### src/rtl/mem_stage_pkg.sv
// Shared widths, state encoding and address helpers for the memory-access stage.
package mem_stage_pkg;

    localparam int REG_DATA_W      = 32;
    localparam int REG_ADDR_W      = 5;
    localparam int MEM_TIMEOUT_DEF = 15;
    localparam int CNT_W           = 8;

    typedef enum logic {
        MEM_IDLE = 1'b0,
        MEM_WAIT = 1'b1
    } mem_state_e;

    function automatic logic is_misaligned(input logic [REG_DATA_W-1:0] addr);
        return addr[1:0] != 2'b00;
    endfunction

endpackage

### src/rtl/mem_stage_mem_wb.sv
// MEM/WB boundary register: captures a retiring result or inserts a bubble.
module mem_wb
    import mem_stage_pkg::*;
(
    input  logic                  clk,
    input  logic                  rst,
    input  logic                  capture_i,
    input  logic                  bubble_i,
    input  logic                  write_reg_i,
    input  logic [REG_DATA_W-1:0] reg_data_i,
    input  logic [REG_ADDR_W-1:0] des_r_i,
    output logic                  write_reg_o,
    output logic [REG_DATA_W-1:0] reg_data_o,
    output logic [REG_ADDR_W-1:0] des_r_o
);

    logic                  write_reg_q;
    logic [REG_DATA_W-1:0] reg_data_q;
    logic [REG_ADDR_W-1:0] des_r_q;

    always_ff @(posedge clk) begin
        if (rst || bubble_i) begin
            write_reg_q <= 1'b0;
            reg_data_q  <= '0;
            des_r_q     <= '0;
        end else if (capture_i) begin
            write_reg_q <= write_reg_i;
            reg_data_q  <= reg_data_i;
            des_r_q     <= des_r_i;
        end
    end

    assign write_reg_o = write_reg_q;
    assign reg_data_o  = reg_data_q;
    assign des_r_o     = des_r_q;

endmodule

### src/rtl/mem_stage.sv
// Memory-access pipeline stage: word loads/stores over a req/ack port,
// upstream stall while outstanding, misalignment and timeout exceptions.
//
// state    | meaning
// ---------+-------------------------------------------------------------
// MEM_IDLE | no access outstanding; non-access results retire directly
// MEM_WAIT | dmem_req held high, counting cycles until ack or timeout
module mem_stage
    import mem_stage_pkg::*;
#(
    parameter int TIMEOUT = MEM_TIMEOUT_DEF
) (
    input  logic                  clk,
    input  logic                  rst,
    input  logic                  mem_write_reg,
    input  logic                  mem_mem_to_reg,
    input  logic                  mem_write_mem,
    input  logic [REG_DATA_W-1:0] alu_result,
    input  logic [REG_DATA_W-1:0] write_mem_val,
    input  logic [REG_ADDR_W-1:0] m_des_r,
    output logic                  dmem_req,
    output logic                  dmem_we,
    output logic [REG_DATA_W-1:0] dmem_addr,
    output logic [REG_DATA_W-1:0] dmem_wdata,
    input  logic [REG_DATA_W-1:0] dmem_rdata,
    input  logic                  dmem_ack,
    output logic                  mem_stall,
    output logic                  wb_write_reg,
    output logic [REG_DATA_W-1:0] wb_reg_data,
    output logic [REG_ADDR_W-1:0] wb_des_r,
    output logic                  mem_exc
);

    localparam logic [CNT_W-1:0] CNT_LAST = CNT_W'(TIMEOUT - 1);

    mem_state_e            state_q;
    logic [CNT_W-1:0]      cnt_q;
    logic                  req_q;
    logic                  we_q;
    logic [REG_DATA_W-1:0] addr_q;
    logic [REG_DATA_W-1:0] wdata_q;
    logic [REG_ADDR_W-1:0] des_q;
    logic                  load_q;
    logic                  exc_q;

    logic                  access;
    logic                  misaligned;
    logic                  expire;
    logic                  wb_capture;
    logic                  wb_write_d;
    logic [REG_DATA_W-1:0] wb_data_d;
    logic [REG_ADDR_W-1:0] wb_des_d;

    always_comb begin
        access     = mem_mem_to_reg | mem_write_mem;
        misaligned = is_misaligned(alu_result);
        expire     = (cnt_q == CNT_LAST);

        mem_stall = 1'b0;
        if (!rst) begin
            case (state_q)
                MEM_IDLE: mem_stall = access && !misaligned;
                MEM_WAIT: mem_stall = !dmem_ack && !expire;
                default:  mem_stall = 1'b0;
            endcase
        end
    end

    // Only two things ever retire a real result; everything else is a bubble.
    always_comb begin
        wb_capture = 1'b0;
        wb_write_d = 1'b0;
        wb_data_d  = '0;
        wb_des_d   = '0;
        if (state_q == MEM_IDLE && !access) begin
            wb_capture = 1'b1;
            wb_write_d = mem_write_reg;
            wb_data_d  = alu_result;
            wb_des_d   = m_des_r;
        end else if (state_q == MEM_WAIT && dmem_ack && load_q) begin
            wb_capture = 1'b1;
            wb_write_d = 1'b1;
            wb_data_d  = dmem_rdata;
            wb_des_d   = des_q;
        end
    end

    always_ff @(posedge clk) begin
        if (rst) begin
            state_q <= MEM_IDLE;
            cnt_q   <= '0;
            req_q   <= 1'b0;
            we_q    <= 1'b0;
            addr_q  <= '0;
            wdata_q <= '0;
            des_q   <= '0;
            load_q  <= 1'b0;
            exc_q   <= 1'b0;
        end else begin
            exc_q <= 1'b0;
            case (state_q)
                MEM_IDLE: begin
                    if (access && misaligned) begin
                        exc_q <= 1'b1;
                    end else if (access) begin
                        state_q <= MEM_WAIT;
                        cnt_q   <= '0;
                        req_q   <= 1'b1;
                        we_q    <= mem_write_mem;
                        addr_q  <= alu_result;
                        wdata_q <= write_mem_val;
                        des_q   <= m_des_r;
                        // a combined load+store behaves as a store
                        load_q  <= mem_mem_to_reg && !mem_write_mem;
                    end
                end
                MEM_WAIT: begin
                    if (dmem_ack) begin
                        state_q <= MEM_IDLE;
                        req_q   <= 1'b0;
                    end else if (expire) begin
                        state_q <= MEM_IDLE;
                        req_q   <= 1'b0;
                        exc_q   <= 1'b1;
                    end else begin
                        cnt_q <= cnt_q + 1'b1;
                    end
                end
                default: begin
                    state_q <= MEM_IDLE;
                    req_q   <= 1'b0;
                end
            endcase
        end
    end

    assign dmem_req   = req_q;
    assign dmem_we    = we_q;
    assign dmem_addr  = addr_q;
    assign dmem_wdata = wdata_q;
    assign mem_exc    = exc_q;

    mem_wb u_mem_wb (
        .clk         (clk),
        .rst         (rst),
        .capture_i   (wb_capture),
        .bubble_i    (!wb_capture),
        .write_reg_i (wb_write_d),
        .reg_data_i  (wb_data_d),
        .des_r_i     (wb_des_d),
        .write_reg_o (wb_write_reg),
        .reg_data_o  (wb_reg_data),
        .des_r_o     (wb_des_r)
    );

endmodule

### config.mk
export PLATFORM = sky130hd
export DESIGN_NAME = mem_stage
export DESIGN_NICKNAME = d
export VERILOG_FILES = /design/src/rtl/mem_stage_pkg.sv /design/src/rtl/mem_stage_mem_wb.sv /design/src/rtl/mem_stage.sv
export SDC_FILE = /design/constraint.sdc
export NUM_CORES = 1
export LEC_CHECK = 0
export CAP_MARGIN = 20
export CORE_AREA = 2 2 106 108
export CTS_BUF_LIST = sky130_fd_sc_hd__clkbuf_2
export DETAILED_ROUTE_END_ITERATION = 8
export DIE_AREA = 0 0 108 110
export GPL_TIMING_DRIVEN = 1
export HOLD_SLACK_MARGIN = 0.1
export PLACE_DENSITY = 0.8
export SLEW_MARGIN = 0
export SYNTH_ARGS = -nofsm -noshare
export SYNTH_HDL_FRONTEND = slang
export SYNTH_SLANG_ARGS = --single-unit
### constraint.sdc
create_clock -name clk -period 1.7 [get_ports clk]
set_clock_uncertainty 0.05 [all_clocks]
set_input_delay 0.34 -clock clk [delete_from_list [all_inputs] [get_ports clk]]
set_output_delay 0.34 -clock clk [all_outputs]
set_load 0.1 [all_outputs]
Yosys cells after proc, flatten, opt, wreduce, memory -nomap -nowiden
Index checks and enable logic that the tools add are counted.

Add/subtract/negate cells: 1. Equality and inequality tests: 6. Mux-type cells: 28. Bitwise operators: 3. Reduce and logical (&&, ||, !) cells: 18.

Operators with widths (number): 32-bit two-way mux (2); 8-bit two-way mux (4); 8-bit case mux with 2 select lines (1); 1-bit two-way mux (15); 5-bit two-way mux (2); 8-bit by 1-bit adder with 8-bit output, second input constant (1); 8-bit by 4-bit equality test with 1-bit output, second input constant (1); 2-bit inequality test, second input constant (4); 1-bit case mux with 2 select lines (4); 1-bit logical AND (7); 1-bit logical NOT (6); 3-bit AND reduction (2); 4-bit AND reduction (1); 3-bit by 2-bit inequality test with 1-bit output, second input constant (1); 1-bit NOT (2); 2-bit nonzero test (1); 1-bit logical OR (1); 1-bit OR (1).

Register bits: 120. Bits of input ports: 107. Output and inout bits: 106. Word-level logic and storage cells: 68.

Logic depth before layout (Yosys ltp)
Word-level depth: 6. Mapped depth: 7. Depth with buffers taken out: 6.

By module
From an unflattened synthesis, not the netlist that was laid out.

Cell total of the unflattened synthesis: 552. Area, all modules: 4827.1 um2.

By module, submodules not included: mem_stage (instances 1, cells each 429, area an instance 3460.8 um2, sequential area each 1641.6 um2); mem_wb (instances 1, cells each 123, area an instance 1366.3 um2, sequential area each 760.7 um2).

Worst setup path before layout
No wires, ideal clock.

Path kind: input port to output port. Start: in alu_result[0]. End: out mem_stall. Data arrival time: 2.631 ns. Data required time: 1.310 ns. Path slack: -1.321 ns. Stages: 4. Path buffers: 2. Cells stage by stage: or4_1 buf_2 buf_2 a21oi_1.

Longest elaborated chain between the ends: 5.

RTL lines: start, declared (line mem_stage.sv:18) `input logic [REG_DATA_W-1:0] alu_result,`; 2-bit nonzero test (line mem_stage_pkg.sv:15) `return addr[1:0] != 2'b00;`; 1-bit logical NOT (line mem_stage.sv:62) `MEM_IDLE: mem_stall = access && !misaligned;`; 1-bit logical AND (line mem_stage.sv:62); 1-bit case mux with 2 select lines (line mem_stage.sv:61) `case (state_q)`; 1-bit two-way mux (line mem_stage.sv:60) `if (!rst) begin`; end, declared (line mem_stage.sv:27) `output logic mem_stall,`.

No other way between the ends.

Worst setup path in the final report
Start: reg cnt_q[1]. End: out mem_stall.

Longest elaborated chain between the ends: 5.

RTL lines: start, declared (line mem_stage.sv:37) `logic [CNT_W-1:0] cnt_q;`; start signal, assigned (line mem_stage.sv:126) `cnt_q <= cnt_q + 1'b1;`; 8-bit by 4-bit equality test with 1-bit output (line mem_stage.sv:57) `expire = (cnt_q == CNT_LAST);`; 1-bit logical NOT (line mem_stage.sv:63) `MEM_WAIT: mem_stall = !dmem_ack && !expire;`; 1-bit logical AND (line mem_stage.sv:63); 1-bit case mux with 2 select lines (line mem_stage.sv:61); 1-bit two-way mux (line mem_stage.sv:60).

No other way between the ends.

==> summary.md <==
| Metric | Value |
|---|---|
| Status | `complete, but fails checks` |
| Failing checks | `negative setup slack` |
| Synth-to-Final Area Change | `106%` |
| Int Pwr | `4.34 mW` |
| Pre-CTS WS | `-520 ps` |
| Power, Total | `~6.5 mW` |
| Drt wl/cell | `~19 um` |
| Worst path top cell family by delay | `compound AO/OA/AOI/OAI gates` |
| Slew @ Worst Pin | `slightly below 600 ps` |
| Fin cells | `around 940` |
| Yosys reg bits | `120` |
| Drt drc | `0` |
| Setup violators final | `9` |
| Reg2reg path depth | `8` |
| Setup CP Type | `flop to output pin` |
| Switching share of power | `0.337` |
| Initial core utilization | `0.399` |
| Met2 routed WL | `about 9400 um` |
| Clock latency on the worst-skew pair | `690 ps` |
| Worst Hold End | `dmem_addr[30]` |
| Multi-input gate area | `about 0.0018 mm2` |
| DR vias/cell | `between 5 and 6` |
| Switching Power | `2.21 mW` |
| EDFF count, synth | `0` |
| Leading cell type by number of instances after synthesis | `nand2_1` |
| Leakage | `3.38 nW` |
| Flop2flop setup slack | `-120 ps` |
| Global Route Usage Sum | `0.275` |
| Final #Nets | `approximately 900` |
| CTS sink cnt | `120` |
| Clock transition at the registers of the reported paths | `between 150 and 200 ps` |
| Most frequent cells after synthesis | `nand2_1 (143), dfxtp_1 (120), a21oi_1 (78)` |
| Die W | `~110 um` |
| Post-route clock period utilization | `1.45` |
| First DRT Iteration DRCs | `approximately 370` |
| Synth area leaders | `dfxtp_1 (56%), nand2_1 (13%), a21oi_1 (9.1%), a22oi_1 (6.5%), nor2_1 (3.7%)` |
| Vias in the first global route | `about 5000` |
| Max Slew Vio Count | `0` |
| Flop pwr share | `0.463` |
| Setup ws final | `-760 ps` |
| CP max stage cell | `dfxtp_2` |
| Synthesized cell area | `between 0.004 and 0.005 mm2` |
| Worst setup SP type | `flop` |
| Routed Antenna Nets | `0` |
| Worst Hold Launch | `alu_result[30]` |
| Fill cells | `approximately 570` |
| Final min period | `between 2000 and 2500 ps` |
| Largest net degree at the start of global routing | `57` |
| Reg2Reg Capture Point | `cnt_q[0]` |
| Initial antenna violation count | `1` |
| Core ar. | `between 0.01 and 0.015 mm2` |
| Worst vdd ir | `~0.00076 V` |
| Synth Flop Type | `dfxtp_1` |
| Via count | `just under 5000` |
| Met3 WL post-DR | `1490 um` |
| Total die area | `about 0.012 mm2` |
| Sequential area share after synthesis | `0.563` |
| Syn avg cell area | `roughly 8.5 um2` |
| Endpoints failing hold | `0` |
| Share of layout cells above drive strength 1 | `0.389` |
| Site Rows | `38` |
| Pwr Density | `approximately 740 mW/mm2` |
| Clk root buf | `clkbuf_2` |
| Max stage delay on crit path | `around 430 ps` |
| Comb pwr share | `0.282` |
| Hold path depth | `3` |
| Yosys top cell by area | `dfxtp_1` |
| First-pass GRT wire length | `roughly 25000 um` |
| CP Buf/Inv Count | `1` |
| Critical path arrival | `2070 ps` |
| DP Cell Count | `approximately 840` |
| YS warnings | `0` |
| Asr flop ratio synth | `0` |
| Clock Power Share | `0.255` |
| Drt pass-1 iters | `6` |
| Post-synth top area share | `0.563` |
| Routed WL | `between 15000 and 20000 um` |
| Congestion Overflow GR | `0` |
| Inserted Clock Buffers | `17` |
| Max-Cap Viols | `0` |
| Setup crit end kind | `output pin` |
| Worst EP required | `between 1000 and 1500 ps` |
| Hold/Removal Path Class | `primary input to flop` |
| CTS tree | `yes` |
| IO Port Bufs | `between 200 and 250` |
| Syn nets | `609` |
| RR Startpoint | `cnt_q[1]` |
| Gp weighted congestion | `~0.86` |
| Synth unique cells | `31` |
| Reg area | `0.00254 mm2` |
| RSZ-0062 raised after global routing | `yes` |
| Worst path cell trace | `ha_4, nand4b_1, o41ai_4, a21oi_4, buf_12` |
| Clock Path Buffers | `2` |
| HPWL after DPL | `roughly 10000 um` |
| Mapped Cells | `500` |
| Max layer used | `met4` |
| Max-slew headroom | `0.613` |
| Maximum fanout along the worst path | `2` |
| Peak Freq | `407 MHz` |
| Post-Route M1 WL | `about 6000 um` |
| Die height | `110 um` |
| IO Pins | `between 200 and 250` |
| Setup Total Neg Slack | `-1560 ps` |
| H-tree depth | `4` |
## cells in the final DEF, fill, tap and decap left out, types with 2 or more instances in the layout
cell type and instances:
a21oi_1 73, a21oi_2 4, a22oi_1 37, a311oi_2 2
a31oi_1 2, and3_1 3, buf_12 108, buf_4 41
buf_6 7, bufinv_16 2, clkbuf_2 17, clkdlybuf4s50_1 105
clkinv_1 7, clkinv_2 6, dfxtp_1 12, dfxtp_2 107
dlygate4sd3_1 45, ha_4 2, inv_1 2, nand2_1 142
nand2b_1 3, nand3_1 3, nand3_2 2, nand3b_1 2
nor2_1 42, or4_1 3
## worst min-delay path, cell delays in order
cell             delay (ps)
clkdlybuf4s50_1         420
nand2_1                  70
a21oi_1                  50
## power by group through the flow
stage | registers [mW] | logic, mW | clock network (mW)
after global routing | 3.04 | 1.91 | 1.85
after global placement | 3.07 | 1.65 | 0
after floorplan | 3.68 | 0.261 | 0
after CTS | 3.03 | 1.79 | 1.70
final | 3.03 | 1.84 | 1.67
after detailed placement | 3.07 | 1.67 | 0
## timing repair
item                                    CTS  global route
gates cloned                              0             1
gates resized for setup                 125            13
endpoints found under the setup margin  113           118
setup buffers                            11            10
pin swaps                                12             5
hold buffers                             43             2
hold endpoints to repair                 52             2
## kinds of logic after synthesis
logic type | synth area share
DFF | 0.563
buffers and inverters | 0.0451
adders and majority gates | 0.00586
xor gates and xnor gates | 0.00205
and+or+nand+nor | 0.204
AOI/OAI and AO/OA | 0.181
## layer usage
layer | vias up | global-route usage
met4 | 0 | 0.154
met2 | 261 | 0.492
met5 | - | 0
met3 | 58 | 0.104
li1 | 2269 | -
met1 | 2347 | 0.274
## flip-flops by register name (all words and copies together), names as in the netlist
register and cells:
mem_exc 1, des_q 5, cnt_q 8, dmem_we 1, u_mem_wb.reg_data_o 32, dmem_addr 32, dmem_wdata 32, u_mem_wb.write_reg_o 1
load_q 1, dmem_req 1, u_mem_wb.des_r_o 5, state_q 1
## stage by stage
step / hold slack (ps) / utilization / cell area (um2)
after floorplan: 377 / - / 4300
after global placement: 389 / 0.722 / 7720
after detailed placement: 402 / 0.722 / 7720
after CTS: 101 / 0.808 / 8640
after global routing: 106 / 0.823 / 8800
final: 177 / 0.823 / 8800
## layout make-up
cell class	count	share of cell area
Timing Repair Buffer	308	0.465
Tap cell	140	0.0199
Multi-Input combinational cell	339	0.203
Antenna cell	1	0.000284
Sequential cell	120	0.289
Clock buffer	17	0.00966
Inverter	3	0.00128
Clock inverter	15	0.0132
## worst max-delay path by stage
stage / start / endpoint / slack [ps] / depth (start not counted)
after global routing: cnt_q[1] / mem_stall / -920 / 5
after global placement: mem_write_mem / mem_stall / -460 / 5
final: cnt_q[1] / mem_stall / -760 / 5
after CTS: cnt_q[0] / mem_stall / -890 / 6
after floorplan: alu_result[0] / mem_stall / -380 / 4
after detailed placement: mem_write_mem / cnt_q[4] / -520 / 6
No activity file was read; power rests on OpenSTA's default activity.
